**src/rtl/rx_seq_pkg.sv**
```systemverilog
// Shared types and defaults for the serial receive sequencer.
// Optional parity support is selected with RX_SEQ_PARITY_EN.
package rx_seq_pkg;

    typedef enum logic [2:0] {
        IDLE,
        START_WAIT,
        RECEIVE,
        STOP_CHK,
        LOAD
    } rx_seq_state_t;

    localparam int RX_DEF_CLKS_PER_BIT = 10;
    localparam int RX_DEF_DATA_BITS    = 8;

endpackage

```
**src/rtl/rx_bit_timer.sv**
```systemverilog
// Cycle and bit counters for the receive sequencer.
// Produces the mid-bit strobe tick and the last-bit flag.
module rx_bit_timer
    import rx_seq_pkg::*;
#(
    parameter int CLKS_PER_BIT = RX_DEF_CLKS_PER_BIT,
    parameter int BW           = 4,
    localparam int CW          = $clog2(CLKS_PER_BIT)
) (
    input  logic          clk,
    input  logic          n_rst,
    input  logic          i_en,
    input  logic          i_clr,
    input  logic [BW-1:0] i_nbits,
    output logic [CW-1:0] o_cyc,
    output logic          o_shift_strobe,
    output logic          o_last_bit
);

    localparam logic [CW-1:0] CYC_LAST = CW'(CLKS_PER_BIT - 1);

    logic [CW-1:0] r_cyc;
    logic [BW-1:0] r_bit;

    // Cycle counter wraps each bit period; bit counter advances on wrap
    always_ff @(posedge clk or negedge n_rst) begin
        if (!n_rst) begin
            r_cyc <= '0;
            r_bit <= '0;
        end else if (i_clr) begin
            r_cyc <= '0;
            r_bit <= '0;
        end else if (i_en) begin
            if (r_cyc == CYC_LAST) begin
                r_cyc <= '0;
                r_bit <= r_bit + 1'b1;
            end else begin
                r_cyc <= r_cyc + 1'b1;
            end
        end
    end

    assign o_cyc          = r_cyc;
    assign o_shift_strobe = i_en && (r_cyc == CYC_LAST);
    assign o_last_bit     = (r_bit == (i_nbits - BW'(1)));

endmodule

```
**src/rtl/rx_sequencer.sv**
```systemverilog
// Bit-level timing/control FSM for the serial receive path.
// Define RX_SEQ_PARITY_EN to add an even-parity bit before the stop bit.
module rx_sequencer
    import rx_seq_pkg::*;
#(
    parameter int CLKS_PER_BIT = RX_DEF_CLKS_PER_BIT,
    parameter int DATA_BITS    = RX_DEF_DATA_BITS
) (
    input  logic clk,
    input  logic n_rst,
    input  logic serial_in,
    input  logic start_bit_detected,
    output logic shift_strobe,
    output logic sbc_clear,
    output logic sbc_enable,
    output logic load_buffer,
    output logic framing_error,
    output logic parity_error,
    output logic busy
);

`ifdef RX_SEQ_PARITY_EN
    localparam int NBITS = DATA_BITS + 2;
`else
    localparam int NBITS = DATA_BITS + 1;
`endif
    localparam int HALF = CLKS_PER_BIT / 2;
    localparam int BW   = $clog2(NBITS + 2);
    localparam int CW   = $clog2(CLKS_PER_BIT);

    localparam logic [CW-1:0] HALF_LAST = CW'(HALF - 1);
    localparam logic [BW-1:0] NB        = BW'(NBITS);

    rx_seq_state_t r_state;
    rx_seq_state_t w_next;

    logic          w_en;
    logic          w_clr;
    logic [CW-1:0] w_cyc;
    logic          w_strobe;
    logic          w_last;
    logic          w_err;
    logic          r_stop_bit;
    logic          r_fe;

    rx_bit_timer #(
        .CLKS_PER_BIT (CLKS_PER_BIT),
        .BW           (BW)
    ) u_timer (
        .clk            (clk),
        .n_rst          (n_rst),
        .i_en           (w_en),
        .i_clr          (w_clr),
        .i_nbits        (NB),
        .o_cyc          (w_cyc),
        .o_shift_strobe (w_strobe),
        .o_last_bit     (w_last)
    );

    // State register
    always_ff @(posedge clk or negedge n_rst) begin
        if (!n_rst) r_state <= IDLE;
        else        r_state <= w_next;
    end

    // Next-state decode and counter control
    always_comb begin
        w_next = r_state;
        w_en   = 1'b0;
        w_clr  = 1'b0;
        case (r_state)
            IDLE: begin
                w_clr = 1'b1;
                if (start_bit_detected) w_next = START_WAIT;
            end
            START_WAIT: begin
                w_en = 1'b1;
                if (w_cyc == HALF_LAST) begin
                    w_clr  = 1'b1;
                    w_next = serial_in ? IDLE : RECEIVE;
                end
            end
            RECEIVE: begin
                w_en = 1'b1;
                if (w_strobe && w_last) w_next = STOP_CHK;
            end
            STOP_CHK: begin
                w_clr  = 1'b1;
                w_next = w_err ? IDLE : LOAD;
            end
            LOAD: begin
                w_clr  = 1'b1;
                w_next = IDLE;
            end
            default: begin
                w_clr  = 1'b1;
                w_next = IDLE;
            end
        endcase
    end

    // Latch the line at the final strobe as the stop bit
    always_ff @(posedge clk or negedge n_rst) begin
        if (!n_rst)
            r_stop_bit <= 1'b0;
        else if (shift_strobe && w_last)
            r_stop_bit <= serial_in;
    end

    // Framing flag: cleared at frame start, updated at stop check
    always_ff @(posedge clk or negedge n_rst) begin
        if (!n_rst)          r_fe <= 1'b0;
        else if (sbc_clear)  r_fe <= 1'b0;
        else if (sbc_enable) r_fe <= ~r_stop_bit;
    end

`ifdef RX_SEQ_PARITY_EN
    logic r_par;
    logic r_pe;

    // Running XOR over data and parity strobes; parity flag at stop check
    always_ff @(posedge clk or negedge n_rst) begin
        if (!n_rst) begin
            r_par <= 1'b0;
            r_pe  <= 1'b0;
        end else if (sbc_clear) begin
            r_par <= 1'b0;
            r_pe  <= 1'b0;
        end else if (shift_strobe && !w_last) begin
            r_par <= r_par ^ serial_in;
        end else if (sbc_enable) begin
            r_pe  <= r_par;
        end
    end

    assign w_err        = ~r_stop_bit | r_par;
    assign parity_error = r_pe;
`else
    assign w_err        = ~r_stop_bit;
    assign parity_error = 1'b0;
`endif

    assign shift_strobe  = (r_state == RECEIVE) && w_strobe;
    assign sbc_clear     = (r_state == START_WAIT) && (w_cyc == '0);
    assign sbc_enable    = (r_state == STOP_CHK);
    assign load_buffer   = (r_state == LOAD);
    assign busy          = (r_state != IDLE);
    assign framing_error = r_fe;

endmodule

```
**config.mk**
```make
export PLATFORM = sky130hd
export DESIGN_NAME = rx_sequencer
export DESIGN_NICKNAME = d
export VERILOG_FILES = /design/src/rtl/rx_seq_pkg.sv /design/src/rtl/rx_bit_timer.sv /design/src/rtl/rx_sequencer.sv
export SDC_FILE = /design/constraint.sdc
export NUM_CORES = 1
export LEC_CHECK = 0
export CAP_MARGIN = 30
export CORE_MARGIN = 2
export CORE_UTILIZATION = 49
export CTS_BUF_LIST = sky130_fd_sc_hd__clkbuf_4 sky130_fd_sc_hd__clkbuf_8
export CTS_CLUSTER_DIAMETER = 100
export DETAILED_ROUTE_END_ITERATION = 10
export GPL_TIMING_DRIVEN = 0
export PLACE_DENSITY = 0.76
export REMOVE_ABC_BUFFERS = 1
export SKIP_CTS_REPAIR_TIMING = 1
export SYNTH_ARGS = -nofsm -noshare
export SYNTH_HDL_FRONTEND = slang
export SYNTH_SLANG_ARGS = --single-unit
```
**constraint.sdc**
```tcl
create_clock -name clk -period 1.5 [get_ports clk]
set_input_delay 0.3 -clock clk [delete_from_list [all_inputs] [get_ports clk]]
set_output_delay 0.3 -clock clk [all_outputs]
set_load 0.01 [all_outputs]
```
* Word level (Yosys, flattened, before mapping) *
Index checks and enable logic that the tools add are counted.

word-level totals
  register bits = 13
  word-level logic and storage cells = 49
  bits of input ports = 4
  output and inout bits = 7

operators by class
  bitwise operators = 1
  multiplexer cells = 17
  add/sub/neg operators = 2
  reduce and logical (&&, ||, !) cells = 14
  equal/unequal tests = 10

operators by type and width
  cell                                                              count
  4-bit 2-to-1 mux                                                  6
  3-bit 2-to-1 mux                                                  4
  3-bit one-hot mux with 4 select lines                             1
  4-bit by 1-bit adder with 4-bit output (second input constant)    2
  4-bit == test (second input constant)                             2
  3-bit by 2-bit == test with 1-bit output (second input constant)  2
  2-bit inequality test (second input constant)                     3
  2-bit nonzero test                                                3
  1-bit logical AND                                                 5
  4-bit by 3-bit == test with 1-bit output (second input constant)  1
  4-bit zero test                                                   1
  1-bit 2-to-1 mux                                                  4
  3-bit by 1-bit == test with 1-bit output (second input constant)  1
  3-bit == test (second input constant)                             1
  3-bit zero test                                                   1
  3-bit AND reduction                                               1
  3-bit nonzero test                                                1
  2-bit 2-to-1 mux                                                  1
  1-bit one-hot mux with 2 select lines                             1
  2-bit AND reduction                                               1
  2-bit OR reduction                                                1
  1-bit inverter                                                    1

* Longest topological paths before layout *
  depth after elaboration = 7
  gate-level depth with buffers = 5
  depth with buffers taken out = 5

* Modules after synthesis *
Synthesis repeated with hierarchy kept, for this count alone.

unflattened totals
  cells, all modules = 90
  area, all modules = 842.1 um^2

modules (own cells, without submodules)
  module        cells each  area an instance (um^2)  seq. area each (um^2)  times used
  rx_bit_timer  56          534.3                    200.2                  1
  rx_sequencer  34          307.8                    125.1                  1

* Worst setup path before layout *
Ideal clock, no wire load.

  kind = register -> register
  start = reg u_timer.r_cyc[1], in the netlist u_timer.o_cyc[1]
  end = reg r_stop_bit
  arrival = 1412 ps
  slack = -37 ps
  cell stages (with the launch flop) = 6
  period minus slack after synthesis = 1537 ps
  setup time = 125 ps
  cells stage by stage = dfrtp_1 inv_1 ha_1 nand3b_4 nor4_2 mux2_2

between the ends
  word-level cells in the longest chain between the ends = 4

ends and longest elaborated chain
  item                    line                 text
  start, declared         rx_bit_timer.sv:22   logic [CW-1:0] r_cyc;
  start signal, assigned  rx_bit_timer.sv:38   r_cyc <= r_cyc + 1'b1;
  4-bit == test           rx_bit_timer.sv:44   assign o_shift_strobe = i_en && (r_cyc == CYC_LAST);
  1-bit logical AND       rx_bit_timer.sv:44
  1-bit logical AND       rx_sequencer.sv:143  assign shift_strobe = (r_state == RECEIVE) && w_strobe;
  1-bit logical AND       rx_sequencer.sv:106  else if (shift_strobe && w_last)
  end signal, assigned    rx_sequencer.sv:107  r_stop_bit <= serial_in;
  end, declared           rx_sequencer.sv:43   logic r_stop_bit;

No other way between the ends.
A chain may end at the register's enable or synchronous reset.

* Worst setup path after layout *
  start = reg u_timer.r_cyc[1], in the netlist u_timer.o_cyc[1]
  end = out shift_strobe

between the ends
  word-level cells in the longest chain between the ends = 3

ends and longest elaborated chain
  item               line                 text
  4-bit == test      rx_bit_timer.sv:44
  1-bit logical AND  rx_bit_timer.sv:44
  1-bit logical AND  rx_sequencer.sv:143
  end, declared      rx_sequencer.sv:13   output logic shift_strobe,

No other way between the ends.

==> results.json <==
{
  "status": "finished with violations",
  "violations": "setup timing",
  "drc": 0,
  "final_max_slew_viol_count": 0,
  "finish.instance_area_um2": 1040,
  "period_share": 1.13,
  "crit_arrival_ps": 1390,
  "synth_seq_area_share": 0.438,
  "ys_types": 33,
  "worstPathCellList": "inv_2, ha_4, nand3b_4, nor3_2, buf_2",
  "synth_top_area_cell": "dfrtp_1",
  "max_freq_ghz": 0.592,
  "grt_pass1_wl_um": 2260,
  "setup_slack_ps": -190,
  "synthTopCellsByArea": "dfrtp_1 (44%), ha_1 (8.4%), mux2i_1 (4.0%)",
  "viasPerCell": 5.46,
  "syn_area_per_cell_um2": 10.8,
  "synth-async-reset-ratio": 1.00,
  "critPathMaxStageDelay_ps": 390,
  "gp_congestion": 0.746,
  "die_area_um2": 1840,
  "io_buffers": 9,
  "hpwl_um": 941,
  "rsz0062_at_grt": "yes",
  "cts.htree.levels": 1,
  "endpoint_kind": "output port",
  "cap_violations": 0,
  "start_util": 0.510,
  "antenna_found_initial": 0,
  "crit_path_max_fanout": 7,
  "ys_ff_latch": 13,
  "ys_warn_count": 0,
  "postRouteAntennaNets": 0,
  "num-nets-final": 104,
  "p_leak_nw": 0.491,
  "worst_path_max_delay_cell": "dfrtp_1",
  "grt_overflow": 0,
  "hold_viol_final": 0,
  "cts-root-buf": "clkbuf_4",
  "cts_sinks": 13,
  "clock_tree.buffer_depth": 2,
  "grt_max_degree": 16,
  "wl_per_cell_um": 14.2,
  "synthCells": 69,
  "drt-total-wl_um": 1560,
  "syn_area_um2": 742,
  "drive_gt1_frac": 0.468,
  "die_w_um": 42.9,
  "worstPathRequired_ps": 1200,
  "ir_drop_uv": 958,
  "first_iter_violations": 10,
  "grt_pass1_vias": 505,
  "synthFlopType": "dfrtp_1",
  "yosysTopAreaCellShare": 0.438,
  "worstHoldPathType": "in2async",
  "diodes": 0,
  "track_usage": 0.165,
  "cts.clk_slew.worst_paths_ps": 80,
  "insertion_delay_ps": 280,
  "skew_ps": 2.37,
  "die_h_um": 42.9,
  "worst_pin_slew_ps": 590,
  "fin_hold_ws_ps": 386,
  "power.density_nw_per_um2": 1450,
  "io_pins": 11,
  "synth_edf_count": 0,
  "period_minus_slack_ps": 1690,
  "path_class": "reg2out",
  "area_growth_pct": 40.0,
  "synth_common_cells": "dfrtp_1 (13), ha_1 (5), inv_1 (5), nor3_1 (5)",
  "rows": 14,
  "slew_headroom": 0.606,
  "numCtsBuffers": 3,
  "post_dp_cell_area_um2": 841,
  "coreArea_um2": 1450,
  "cp-start-kind": "register",
  "vias": 601,
  "yosysMostFrequentCell": "dfrtp_1",
  "cts_tree": "built",
  "firstDrtPassIters": 4,
  "setup-violations-final": 4
}
-- worst max-delay path: cells and delay by family, from the launching register on --
| family | cells | cell delay, ps |
|---|---|---|
| DFF | 1 | 390 |
| adders and majority gates | 1 | 150 |
| buffers and inverters | 2 | 250 |
| and+or+nand+nor | 2 | 310 |
-- state kept, by name (all words and copies together), names as in the netlist --
name,cells
u_timer.o_cyc,4
u_timer.r_bit,4
r_state,3
framing_error,1
r_stop_bit,1
-- per-layer routing --
| layer | vias up | global-route usage | part of all wire |
|---|---|---|---|
| li1 | 294 | - | - |
| met1 | 292 | 0.218 | 0.45 |
| met2 | 13 | 0.258 | 0.48 |
| met3 | 2 | 0.0468 | 0.047 |
| met4 | 0 | 0.0563 | 0.020 |
| met5 | - | 0 | 0 |
-- cell families after synthesis --
| group | after synthesis | share of synthesized area |
|---|---|---|
| other cells | 1 | 0.00505 |
| simple gates | 30 | 0.273 |
| buf+inv | 7 | 0.0405 |
| compound gates | 5 | 0.0556 |
| flops | 13 | 0.438 |
| fa+ha+maj | 5 | 0.0843 |
| xor+xnor | 4 | 0.0472 |
| mux | 4 | 0.0556 |
-- through the flow --
stage | std cells | total power [W] | TNS [ps] | worst slack [ps] | util
floorplan | 67 | 0.000907 | -37.0 | -37.0 | -
global placement | 92 | 0.00108 | -1620 | -437 | 0.578
detailed placement | 92 | 0.00110 | -1680 | -436 | 0.578
CTS | 96 | 0.00133 | -3230 | -747 | 0.599
global route | 110 | 0.00162 | -776 | -266 | 0.714
finish | 110 | 0.00151 | -443 | -190 | 0.714
-- power by group --
part / switching, W / total, W / internal (W) / leakage, nW
sequential: 0.000127 / 0.000574 / 0.000447 / 0.167
clock: 0.000116 / 0.000238 / 0.000122 / 0.0184
combinational: 0.000335 / 0.000699 / 0.000364 / 0.306
total: 0.000579 / 0.00151 / 0.000932 / 0.491
-- layout make-up --
class / instances / area [µm²]
sequential: 13 / 330
inverter: 5 / 18.8
multi-input combinational: 49 / 455
fill: 101 / 415
timing repair buffer: 23 / 184
tap: 16 / 20.0
clock buffer: 4 / 30.0
-- path summary, 6_finish.rpt --
kind | cells past startpoint | endpoint | startpoint | slack [ps]
setup / recovery | 5 | shift_strobe | u_timer.o_cyc[1]$_DFFE_PN0P_ | -190
hold / removal | 1 | u_timer.o_cyc[3]$_DFFE_PN0P_ | n_rst | 390
setup reg to reg | 5 | r_state[1]$_DFFE_PN0P_ | u_timer.o_cyc[0]$_DFFE_PN0P_ | 20
hold reg to reg | 1 | r_state[2]$_DFFE_PN0P_ | r_stop_bit$_DFFE_PN0P_ | 520
max in group asynchronous | 1 | r_state[1]$_DFFE_PN0P_ | n_rst | 690
min in group clk | 1 | r_state[2]$_DFFE_PN0P_ | r_stop_bit$_DFFE_PN0P_ | 520
-- layout by cell type, fill, tap and decap left out, drive strengths merged --
cell,instances
clkdlybuf4s50,4
nand4b,1
nor3b,1
or2,1
a21boi,1
nand2b,1
a211oi,1
xnor2,2
nand3,2
nand3b,3
nor3,5
or3b,1
dfrtp,13
a21oi,1
mux2,1
nor4,4
inv,5
mux2i,3
and2,1
conb,1
nor2b,1
buf,17
clkbuf,6
o21ai,1
nand4bb,1
o21bai,1
xor2,2
and3b,1
ha,5
or3,2
nand2,2
nor2,3
(Power assumes the default switching activity.)
